$ cat config.mk
export PLATFORM = sky130hd
export DESIGN_NAME = lcd_hd44780_responder
export DESIGN_NICKNAME = d
export VERILOG_FILES = /design/src/rtl/lcd_hd44780_responder.sv
export SDC_FILE = /design/constraint.sdc
export NUM_CORES = 1
export LEC_CHECK = 0
export CAP_MARGIN = 20
export CORE_ASPECT_RATIO = 1.75
export CORE_MARGIN = 4
export CORE_UTILIZATION = 53
export CTS_BUF_LIST = sky130_fd_sc_hd__clkbuf_2
export DETAILED_ROUTE_END_ITERATION = 10
export HOLD_SLACK_MARGIN = 0.08
export PLACE_DENSITY_LB_ADDON = 0.3
export SLEW_MARGIN = 20
export SYNTH_ARGS = -nofsm -noshare
export SYNTH_HDL_FRONTEND = slang
export SYNTH_SLANG_ARGS = --single-unit
$ cat constraint.sdc
create_clock -name clk -period 3.2 [get_ports clk]
set_input_delay 0.64 -clock clk [delete_from_list [all_inputs] [get_ports clk]]
set_output_delay 0.64 -clock clk [all_outputs]
set_load 0.01 [all_outputs]
$ cat src/rtl/lcd_hd44780_responder.sv
// rtl/lcd_hd44780_responder.sv - HD44780 8-bit bus responder with 2x16 DDRAM shadow and busy emulation
module lcd_hd44780_responder #(
    parameter int BUSY_SHORT = 2,
    parameter int BUSY_LONG  = 80
) (
    input  logic         clk,
    input  logic         rst,
    input  logic         lcd_e,
    input  logic         lcd_rs,
    input  logic         lcd_rw,
    input  logic [7:0]   lcd_data,
    output logic [7:0]   rd_data,
    output logic [127:0] line1_text,
    output logic [127:0] line2_text,
    output logic [6:0]   cursor_addr,
    output logic         display_on,
    output logic         busy,
    output logic         protocol_err
);

    localparam int             CW    = 16;
    localparam logic [127:0]   BLANK = {16{8'h20}};
    localparam logic [CW-1:0]  N_SHORT = CW'(BUSY_SHORT);
    localparam logic [CW-1:0]  N_LONG  = CW'(BUSY_LONG);

    logic           e_q;
    logic           rs_s_q, rs_s_d;
    logic           rw_s_q, rw_s_d;
    logic [7:0]     data_s_q, data_s_d;
    logic [127:0]   line1_q, line1_d;
    logic [127:0]   line2_q, line2_d;
    logic [6:0]     ac_q, ac_d;
    logic           inc_q, inc_d;
    logic           disp_q, disp_d;
    logic           cgram_q, cgram_d;
    logic           perr_q, perr_d;
    logic [CW-1:0]  busy_cnt_q, busy_cnt_d;
    logic [7:0]     rd_data_q, rd_data_d;

    logic           e_fall;
    logic           e_rise;
    logic           busy_now;
    logic           ac_visible;
    logic [6:0]     bit_idx;
    logic [7:0]     char_at_ac;

    // Two-line address counter step: each line is 40 cells, wrapping line 1 -> line 2 -> line 1.
    // Addresses parked past the end of a line jump to the start of the other line.
    function automatic logic [6:0] ac_step(input logic [6:0] ac, input logic up);
        logic [6:0] nxt;
        if (up) begin
            if (!ac[6] && ac >= 7'h27) begin
                nxt = 7'h40;
            end else if (ac[6] && ac[5:0] >= 6'h27) begin
                nxt = 7'h00;
            end else begin
                nxt = ac + 7'd1;
            end
        end else begin
            if (ac == 7'h00) begin
                nxt = 7'h67;
            end else if (ac == 7'h40) begin
                nxt = 7'h27;
            end else begin
                nxt = ac - 7'd1;
            end
        end
        return nxt;
    endfunction

    assign e_fall     = e_q & ~lcd_e;
    assign e_rise     = ~e_q & lcd_e;
    assign busy_now   = (busy_cnt_q != '0);
    assign ac_visible = (ac_q[5:4] == 2'b00);
    // Column 0 lives in the top byte, so the bit offset is (15 - col) * 8.
    assign bit_idx    = {~ac_q[3:0], 3'b000};
    assign char_at_ac = !ac_visible ? 8'h20 :
                        (ac_q[6] ? line2_q[bit_idx +: 8] : line1_q[bit_idx +: 8]);

    // Transfer decode, DDRAM update, address stepping and busy countdown.
    always_comb begin
        rs_s_d     = rs_s_q;
        rw_s_d     = rw_s_q;
        data_s_d   = data_s_q;
        line1_d    = line1_q;
        line2_d    = line2_q;
        ac_d       = ac_q;
        inc_d      = inc_q;
        disp_d     = disp_q;
        cgram_d    = cgram_q;
        perr_d     = perr_q;
        rd_data_d  = rd_data_q;
        busy_cnt_d = busy_now ? (busy_cnt_q - CW'(1)) : '0;

        // Bus fields are captured while enable is high; the fall uses the last high-cycle values.
        if (lcd_e) begin
            rs_s_d   = lcd_rs;
            rw_s_d   = lcd_rw;
            data_s_d = lcd_data;
        end

        // Read data is presented on the rising edge so it is stable while enable is high.
        if (e_rise && lcd_rw) begin
            rd_data_d = lcd_rs ? char_at_ac : {busy_now, ac_q};
        end

        if (e_fall) begin
            if (busy_now) begin
                perr_d = 1'b1;
            end
            unique case ({rs_s_q, rw_s_q})
                2'b00: begin
                    casez (data_s_q)
                        8'b1???_????: begin
                            ac_d       = data_s_q[6:0];
                            cgram_d    = 1'b0;
                            busy_cnt_d = N_SHORT;
                        end
                        8'b01??_????: begin
                            cgram_d    = 1'b1;
                            busy_cnt_d = N_SHORT;
                        end
                        8'b001?_????: begin
                            busy_cnt_d = N_SHORT;
                        end
                        8'b0001_????: begin
                            if (!data_s_q[3]) begin
                                ac_d = ac_step(ac_q, data_s_q[2]);
                            end
                            busy_cnt_d = N_SHORT;
                        end
                        8'b0000_1???: begin
                            disp_d     = data_s_q[2];
                            busy_cnt_d = N_SHORT;
                        end
                        8'b0000_01??: begin
                            inc_d      = data_s_q[1];
                            busy_cnt_d = N_SHORT;
                        end
                        8'b0000_001?: begin
                            ac_d       = 7'h00;
                            busy_cnt_d = N_LONG;
                        end
                        8'b0000_0001: begin
                            line1_d    = BLANK;
                            line2_d    = BLANK;
                            ac_d       = 7'h00;
                            inc_d      = 1'b1;
                            busy_cnt_d = N_LONG;
                        end
                        default: begin
                            // 0x00 is a no-op and does not touch the busy counter.
                        end
                    endcase
                end
                2'b10: begin
                    if (!cgram_q && ac_visible) begin
                        if (ac_q[6]) begin
                            line2_d[bit_idx +: 8] = data_s_q;
                        end else begin
                            line1_d[bit_idx +: 8] = data_s_q;
                        end
                    end
                    ac_d       = ac_step(ac_q, inc_q);
                    busy_cnt_d = N_SHORT;
                end
                2'b11: begin
                    ac_d = ac_step(ac_q, inc_q);
                end
                default: begin
                    // Status read has no side effect at the fall.
                end
            endcase
        end
    end

    // State registers with synchronous reset; a fall during reset is discarded.
    always_ff @(posedge clk) begin
        if (rst) begin
            e_q        <= 1'b0;
            rs_s_q     <= 1'b0;
            rw_s_q     <= 1'b0;
            data_s_q   <= 8'h00;
            line1_q    <= BLANK;
            line2_q    <= BLANK;
            ac_q       <= 7'h00;
            inc_q      <= 1'b1;
            disp_q     <= 1'b0;
            cgram_q    <= 1'b0;
            perr_q     <= 1'b0;
            busy_cnt_q <= '0;
            rd_data_q  <= 8'h00;
        end else begin
            e_q        <= lcd_e;
            rs_s_q     <= rs_s_d;
            rw_s_q     <= rw_s_d;
            data_s_q   <= data_s_d;
            line1_q    <= line1_d;
            line2_q    <= line2_d;
            ac_q       <= ac_d;
            inc_q      <= inc_d;
            disp_q     <= disp_d;
            cgram_q    <= cgram_d;
            perr_q     <= perr_d;
            busy_cnt_q <= busy_cnt_d;
            rd_data_q  <= rd_data_d;
        end
    end

    assign rd_data      = rd_data_q;
    assign line1_text   = line1_q;
    assign line2_text   = line2_q;
    assign cursor_addr  = ac_q;
    assign display_on   = disp_q;
    assign busy         = busy_now;
    assign protocol_err = perr_q;

endmodule
Word-level counts from Yosys, hierarchy flattened
Index checks and enable logic that the tools add are counted.
{ "totals": {"regBits": 302, "inputBits": 13, "out_inout_bits": 274, "wordCells": 95} }
{ "op_classes": {"add_sub_neg": 4, "n_lt_le_gt_ge": 2, "n_eq_ne": 16, "shift": 4, "muxes": 27, "n_bitwise": 5, "reduce_logical": 24} }
{ "ops": {"columns": ["op", "n"], "rows": [
  ["two-way mux 128 bit", 5],
  ["one-hot mux 128 bit (2 select lines)", 2],
  ["bitwise mux 128 bit", 2],
  ["indexed part select 128 x 8 -> 8 bit", 2],
  ["variable shift 8 x 9 -> 128 bit (first input constant)", 1],
  ["indexed part select 8 x 9 -> 128 bit", 1],
  ["one-hot mux 16 bit (2 select lines)", 2],
  ["two-way mux 7 bit", 7],
  ["two-way mux 16 bit", 2],
  ["two-way mux 8 bit", 3],
  ["one-hot mux 7 bit (3 select lines)", 1],
  ["nonzero test 16 bit", 1],
  ["subtractor 16 x 1 -> 16 bit (second input constant)", 1],
  ["one-hot mux 7 bit (2 select lines)", 1],
  ["AND reduction 5 bit", 2],
  ["negator 7 -> 9 bit", 1],
  ["AND reduction 3 bit", 3],
  ["== test 8 x 1 -> 1 bit (second input constant)", 1],
  ["nonzero test 2 bit", 4],
  ["adder 7 x 1 -> 7 bit (second input constant)", 1],
  ["== test 7 x 1 -> 1 bit (second input constant)", 1],
  ["== test 7 bit (second input constant)", 1],
  [">= comparator 7 x 6 -> 1 bit (second input constant)", 1],
  ["logical NOT 7 bit", 1],
  ["23 further kinds", 35]
]} }

Logic depth before layout (Yosys ltp)
Gate-level depths: netlist (run 1).
{ "depth": {"word_depth": 8, "mapped_depth": 11, "depth_no_buf": 8} }

Worst setup path before layout (run 1)
No wires, ideal clock.
{ "synth_timing": {"path_kind": "register to register", "start": "reg ac_q[1] (netlist: cursor_addr[1])", "end": "reg line2_q[5] (netlist: line2_text[5])", "setup_time_ns": 0.151, "arrival_time_ns": 2.614, "t_required_ns": 3.049, "setup_slack_ns": 0.435, "stages_incl_launch_ff": 9, "n_path_buf": 3, "synth_period_minus_slack_ns": 2.765, "cell_sequence": "dfxtp_1 -> buf_2 -> buf_4 -> inv_1 -> ha_1 -> clkbuf_1 -> or4b_2 -> nor2_1 -> a22oi_1"} }
{ "synth_between": {"elab_chain_len": 7, "word_cells_on_any_way": 8, "classes_between": "1 x add/sub; 2 x shift; 4 x mux; 1 x bitwise"} }
{ "synth_rtl": {"columns": ["item", "line_no", "text"], "rows": [
  ["from (decl)", "32", "logic [6:0] ac_q, ac_d;"],
  ["from (signal assigned)", "186", "ac_q <= 7'h00;"],
  ["from (signal assigned)", "200", "ac_q <= ac_d;"],
  ["inverter 4 bit *", "76", "assign bit_idx = {~ac_q[3:0], 3'b000};"],
  ["negator 7 -> 9 bit *", "159", "line2_d[bit_idx +: 8] = data_s_q;"],
  ["indexed part select 8 x 9 -> 128 bit / variable shift 8 x 9 -> 128 bit (equally long branches)", "159", null],
  ["bitwise mux 128 bit *", "159", null],
  ["two-way mux 128 bit *", "158", "if (ac_q[6]) begin"],
  ["two-way mux 128 bit *", "157", "if (!cgram_q && ac_visible) begin"],
  ["one-hot mux 128 bit (2 select lines) *", "111", "unique case ({rs_s_q, rw_s_q})"],
  ["to (signal assigned)", "199", "line2_q <= line2_d;"],
  ["to (decl)", "31", "logic [127:0] line2_q, line2_d;"]
]} }
Mark *: on every way between the ends. The rest lies on a longest branch, timed or not. The select of a mux whose other input is x is not followed.
A chain may end at the register's enable or synchronous reset.

Worst setup path in the final report (run 1)
{ "layout_timing": {"start": "reg busy_cnt_q[8]", "end": "out busy"} }
{ "layout_between": {"elab_chain_len": 1} }
{ "layout_rtl": {"columns": ["item", "line_no", "text"], "rows": [
  ["from (decl)", "37", "logic [CW-1:0] busy_cnt_q, busy_cnt_d;"],
  ["from (signal assigned)", "205", "busy_cnt_q <= busy_cnt_d;"],
  ["nonzero test 16 bit", "73", "assign busy_now = (busy_cnt_q != '0);"],
  ["to (decl)", "17", "output logic busy,"]
]} }
No other way between the ends.

==> flow_summary.ini, run 1 <==
[run_status]
status = complete, but fails checks
violations = negative setup slack

[timing]
finalSetupViolations = 1
worst_pin_slew_ns = 1.150
hold_slack_ns = 0.1593
max_freq_mhz = 308.4
relSlewSlack = 0.2333
rsz0062_at_grt = true
maxSlewViolCount = 0
setup_slack_ns = -0.04278
final-hold-violation-count = 0
fin_crit_sh = 1.013
finClkSkew_ns = 0.04713
min_period_ns = 3.243
setup_tns_ns = -0.04278

[power_and_ir_drop]
p_sw_mw = 2.172
ir_worst_vdd_v = 0.0002847
comb_power_share = 0.129
static-leakage-power_nw = 6.318
pwr-share-clk = 0.332
switching_share = 0.2986
internal_power_mw = 5.103
total_power_mw = 7.275
p_seq_frac = 0.539
powerDensity_mw_per_mm2 = 423.6

[grt]
antenna_found_initial = 1
grt_usage = 0.3782
grt_pass1_vias = 12910
grt_first_pass_wirelength_um = 79480
met1_usage = 0.4260
overflow = 0
met2_usage = 0.6298
use_met3 = 0.09470
grt_max_degree = 82
grt_busiest_layer = met2

[worst_setup_path]
cp_top_family = simple AND/OR/NAND/NOR gates
critical_path_buf_inv_count = 2
regToRegSetupSlack_ns = 0.43
cpMaxStageDelayCell = or4_4
r2r_end = line2_text[5]
end_kind = output pin
crit_type = reg -> out
cp-start-kind = flip-flop
r2r_cells = 6
crit_fanout = 4
slowest_delay_ns = 0.53
r2r_start = cursor_addr[1]
arrival_ns = 2.60
path_cells = or4_4 -> or4_4 -> nor4_4 -> inv_1 -> buf_2
cp_common_cell = or4_4
required_ns = 2.56
cp-startpoint = busy_cnt_q[8]

[yosys]
synthDistinctLibCells = 73
synth_most_common_cell = dfxtp_1
async_flop_share = 0
yosysTopAreaCell = dfxtp_1
synth_commonest_cells = dfxtp_1, a22o_1, nor2_1, mux4_2, nand2_1
ys_ff_latch = 302
synth_warnings = 0
synth_cells = 1242
yosysSeqAreaShare = 0.4599
synth_edf_count = 0
ys.flop_type = dfxtp_1
yosys-top-cells-area = dfxtp_1, a22o_1, mux4_2, nor2_1, o2bb2ai_1
yosysTopAreaCellShare = 0.4599
syn_nets = 1260
netlist_area_mm2 = 0.01315
syn_area_per_cell_um2 = 10.58

[routing]
ant_nets = 0
via_count = 12800
vias_per_cell = 6.607
wl_um = 53060
drtIter0Drc = 1383
wl_per_cell_um = 27.38
remaining_drc_errors = 0
first_pass_iters = 8

[worst_hold_path]
hold_start = rst
hold_path_class = in -> reg
hold_end = data_s_q[3]
whs_path_depth = 2

[die]
start_util = 0.5359
die_w_um = 127.1
die-area_mm2 = 0.02749
die_h_um = 216.3
core_mm2 = 0.02453
num_rows = 76
io_pins = 287

[clocking]
cts-root-buf = clkbuf_2
clk_latency_ns = 0.86
cts_tree = yes
h-tree-depth = 3
clk_path_buf_depth = 3
numClockSinks = 302
hold_buffers = 0
clk_pin_slew_ns = 0.12
cts_inserted_buffers = 66

[place]
placedCellCount = 1823
dp_slack_ns = 0.3873
dpl_cell_area_mm2 = 0.01657
port_buffers = 286
post-dp-hpwl_um = 38850
routabilityCongestion = 1.055

[layout]
drive_gt1_frac = 0.1706
fin_util = 0.7000
nets = 1598
syn_to_final_growth_pct = 30.63
instances_no_fill = 1938
design_area_mm2 = 0.01717

[flow_run]
maxCapViolCount = 0
## cell usage in the layout, fill, tap and decap left out, types with 5 or more instances in the layout
| master | synthesis | routed |
|---|---|---|
| a211oi_1 | 10 | 10 |
| a21oi_1 | 39 | 39 |
| a21oi_2 | 8 | 8 |
| a221oi_1 | 8 | 8 |
| a22o_1 | 162 | 162 |
| a22oi_1 | 31 | 31 |
| a31oi_1 | 8 | 8 |
| a32o_1 | 30 | 30 |
| and2_1 | 9 | 9 |
| and3_1 | 11 | 11 |
| buf_4 | 4 | 65 |
| clkbuf_2 | 0 | 87 |
| clkdlybuf4s50_1 | 0 | 284 |
| clkinv_1 | 1 | 18 |
| clkinv_2 | 0 | 5 |
| dfxtp_1 | 302 | 297 |
| ha_1 | 5 | 5 |
| inv_1 | 30 | 30 |
| mux2i_1 | 20 | 20 |
| mux4_2 | 60 | 60 |
| nand2_1 | 53 | 53 |
| nand2b_1 | 7 | 7 |
| nand3_1 | 18 | 18 |
| nor2_1 | 126 | 126 |
| nor2_2 | 17 | 17 |
| nor2b_1 | 10 | 9 |
| nor3_1 | 32 | 32 |
| nor3_2 | 5 | 5 |
| nor3b_1 | 6 | 6 |
| o21ai_0 | 15 | 15 |
| o22ai_1 | 13 | 13 |
| o2bb2ai_1 | 43 | 43 |
| or2_0 | 5 | 5 |
| xnor2_1 | 16 | 16 |
## cells by family after synthesis
group / Yosys count / share of synthesized area
simple gates: 332 / 0.1286
fa+ha+maj: 5 / 0.004759
flops: 302 / 0.4599
mux: 81 / 0.1189
xor+xnor: 18 / 0.01199
compound gates: 389 / 0.2382
buf+inv: 115 / 0.03769
## how the worst max path moves through the flow
| stage | to | slack (ns) | depth (start not counted) |
|---|---|---|---|
| finish | busy | -0.04 | 5 |
| global route | busy | -0.17 | 5 |
| CTS | busy | -0.09 | 5 |
| detailed placement | line2_text[21] | 0.39 | 8 |
| global placement | line2_text[21] | 0.41 | 8 |
| floorplan | line2_text[5] | 0.44 | 8 |
## sequential cells by signal, indices dropped and copies added (netlist names)
| register | cells |
|---|---|
| display_on | 1 |
| busy_cnt_q | 16 |
| e_q | 1 |
| line1_text | 128 |
| rs_s_q | 1 |
| rd_data | 8 |
| cgram_q | 1 |
| line2_text | 128 |
| protocol_err | 1 |
| cursor_addr | 7 |
| rw_s_q | 1 |
| inc_q | 1 |
| data_s_q | 8 |
## worst reg2reg max path, delay by kind of cell (launching register included)
| kind | cells | cell delay (ns) |
|---|---|---|
| AO/OA/AOI/OAI | 1 | 0.19 |
| adder cells (fa/ha/maj) | 1 | 0.47 |
| buffers and inverters | 2 | 0.22 |
| flip-flops | 1 | 0.40 |
| AND/OR/NAND/NOR | 2 | 1.34 |
## power groups by stage
stage | sequential [mW] | clock, mW | combinational, mW
2_1_floorplan | 3.98 | 0 | 0.643
3_3_place_gp | 3.99 | 0 | 0.900
3_5_place_dp | 4.00 | 0 | 0.917
4_1_cts | 3.92 | 2.42 | 0.930
5_1_grt | 3.93 | 2.62 | 1.01
6_report | 3.92 | 2.42 | 0.941
## metal layers
metal | part of all wire | up-vias
li1 | - | 5484
met1 | 0.34 | 6218
met2 | 0.49 | 889
met3 | 0.093 | 213
met4 | 0.076 | 0
met5 | 0 | -
## repair_timing
item,4_1_cts,5_1_grt
setup endpoints to repair,1,1
setup buffers,1,0
resized for setup,7,0
## final cells by class
type | instances | area [um2]
Antenna cell | 2 | 5.005
Clock buffer | 87 | 435.4
Clock inverter | 25 | 152.6
Fill cell | 1938 | 7361
Inverter | 31 | 116.4
Multi-Input combinational cell | 825 | 6615
Sequential cell | 302 | 6057
Tap cell | 312 | 390.4
Timing Repair Buffer | 354 | 3401
Power figures use the tool's default switching activity.
==> inputs of run 2 (changes only) <==
--- a/config.mk
+++ b/config.mk
@@ -13,6 +13,7 @@
 export DETAILED_ROUTE_END_ITERATION = 10
 export HOLD_SLACK_MARGIN = 0.08
 export PLACE_DENSITY_LB_ADDON = 0.3
+export SKIP_LAST_GASP = 1
 export SLEW_MARGIN = 20
 export SYNTH_ARGS = -nofsm -noshare
 export SYNTH_HDL_FRONTEND = slang
==> run 2 against run 1 <==
Compared with the run above:
- the flow still finishes with violations (negative setup slack)
- cell area is essentially flat
- die area stayed put
- first-iteration DRC count increased by 5.1%
- highest routed layer unchanged
- via count up 0.11%
- global-route usage is the same
==> flow_summary.ini, run 2 (synthesized netlist as in run 1, its figures left out) <==
[worst_setup_path]
cp-start-kind = flip-flop
crit_fanout = 4
path_cells = or4_4 -> or4_4 -> nor4_4 -> inv_1 -> dlygate4sd2_1
required_ns = 2.56
slowest_delay_ns = 0.53
r2r_cells = 6
cpMaxStageDelayCell = or4_4
arrival_ns = 2.74
cp_common_cell = or4_4
end_kind = output pin
crit_type = reg -> out

[power_and_ir_drop]
comb_power_share = 0.130
switching_share = 0.2980
ir_worst_vdd_v = 0.0002846
powerDensity_mw_per_mm2 = 423.3
p_sw_mw = 2.166
pwr-share-clk = 0.332
p_seq_frac = 0.539
internal_power_mw = 5.104
static-leakage-power_nw = 6.318

[layout]
syn_to_final_growth_pct = 30.65
nets = 1598
n_fill_cell = 1939
final_common_cell = dfxtp_1
final_cell_mix = dfxtp_1, clkdlybuf4s50_1, a22o_1
drive_gt1_frac = 0.1693
instances_no_fill = 1938
fin_util = 0.7001

[clocking]
cts_tree = yes
cts-root-buf = clkbuf_2
clk_pin_slew_ns = 0.12
hold_buffers = 0
numClockSinks = 302
clk_latency_ns = 0.86
h-tree-depth = 3
cts_inserted_buffers = 66
clk_path_buf_depth = 3

[place]
port_buffers = 286
dp_slack_ns = 0.3873
placedCellCount = 1823
post-dp-hpwl_um = 38850
routabilityCongestion = 1.055

[timing]
setup_slack_ns = -0.1788
relSlewSlack = 0.2410
final-hold-violation-count = 0
worst_pin_slew_ns = 1.139
setup_tns_ns = -0.1788
finClkSkew_ns = 0.05039
fin_crit_sh = 1.056
maxSlewViolCount = 0
max_freq_mhz = 296.0
finalSetupViolations = 1
rsz0062_at_grt = true
min_period_ns = 3.379
hold_slack_ns = 0.1641

[routing]
remaining_drc_errors = 0
first_pass_iters = 8
wl_per_cell_um = 27.35
wl_um = 53000
ant_nets = 0
drtIter0Drc = 1454
vias_per_cell = 6.614
via_count = 12820

[grt]
grt_max_degree = 82
antenna_found_initial = 1
grt_pass1_vias = 12910
grt_first_pass_wirelength_um = 79480
grt_usage = 0.3782
overflow = 0

[die]
num_rows = 76
die-area_mm2 = 0.02749
die_w_um = 127.1
start_util = 0.5359
core_mm2 = 0.02453
io_pins = 287
die_h_um = 216.3

[flow_run]
maxCapViolCount = 0

[worst_hold_path]
hold_path_class = in -> reg
whs_path_depth = 2

[run_status]
status = complete, but fails checks
violations = negative setup slack
[run 2: layout make-up]
class	instances	area, um2	area share
Antenna cell	2	5.005	0.0002914
Timing Repair Buffer	354	3405	0.1982
Clock buffer	87	435.4	0.02535
Multi-Input combinational cell	825	6615	0.3852
Inverter	31	116.4	0.006775
Clock inverter	25	152.6	0.008888
Tap cell	312	390.4	0.02273
Sequential cell	302	6056	0.3526
[run 2: worst paths after layout]
check | startpoint | endpoint | slack (ns)
setup / recovery | busy_cnt_q[8] | busy | -0.18
hold / removal | rst | data_s_q[3] | 0.16
setup reg to reg | cursor_addr[1] | line2_text[37] | 0.44
hold reg to reg | line1_text[62] | line1_text[62] | 0.49
[run 2: worst max-delay path: cells and delay by family (launching register included)]
kind	cells	cell delay, ns
DFF	1	0.36
and+or+nand+nor	3	1.15
buffers and inverters	2	0.37
[run 2: repair_timing]
| item | in CTS | in global routing |
|---|---|---|
| gates resized for setup | 3 | 0 |
| setup endpoints to repair | 1 | 1 |
| buffers inserted | 1 | 0 |
| gates cloned | 0 | 0 |
[run 2: layer usage]
layer  share of wire  GRT usage
met2            0.49     0.6298
met4           0.076     0.2470
met5               0          0
met3           0.093    0.09470
met1            0.34     0.4260
[run 2: metrics by stage]
stage / power (mW) / instance area [um2]
5_1_grt: 7.565 / 17170
2_1_floorplan: 4.625 / 13150
3_3_place_gp: 4.893 / 16570
6_report: 7.271 / 17180
4_1_cts: 7.269 / 17170
3_5_place_dp: 4.915 / 16570
[run 2: power by group through the flow]
stage | clock [mW] | sequential [mW] | combinational (mW)
final | 2.41 | 3.92 | 0.942
after global routing | 2.62 | 3.93 | 1.02
after CTS | 2.42 | 3.92 | 0.931
after detailed placement | 0 | 4.00 | 0.917
after global placement | 0 | 3.99 | 0.900
after floorplan | 0 | 3.98 | 0.643
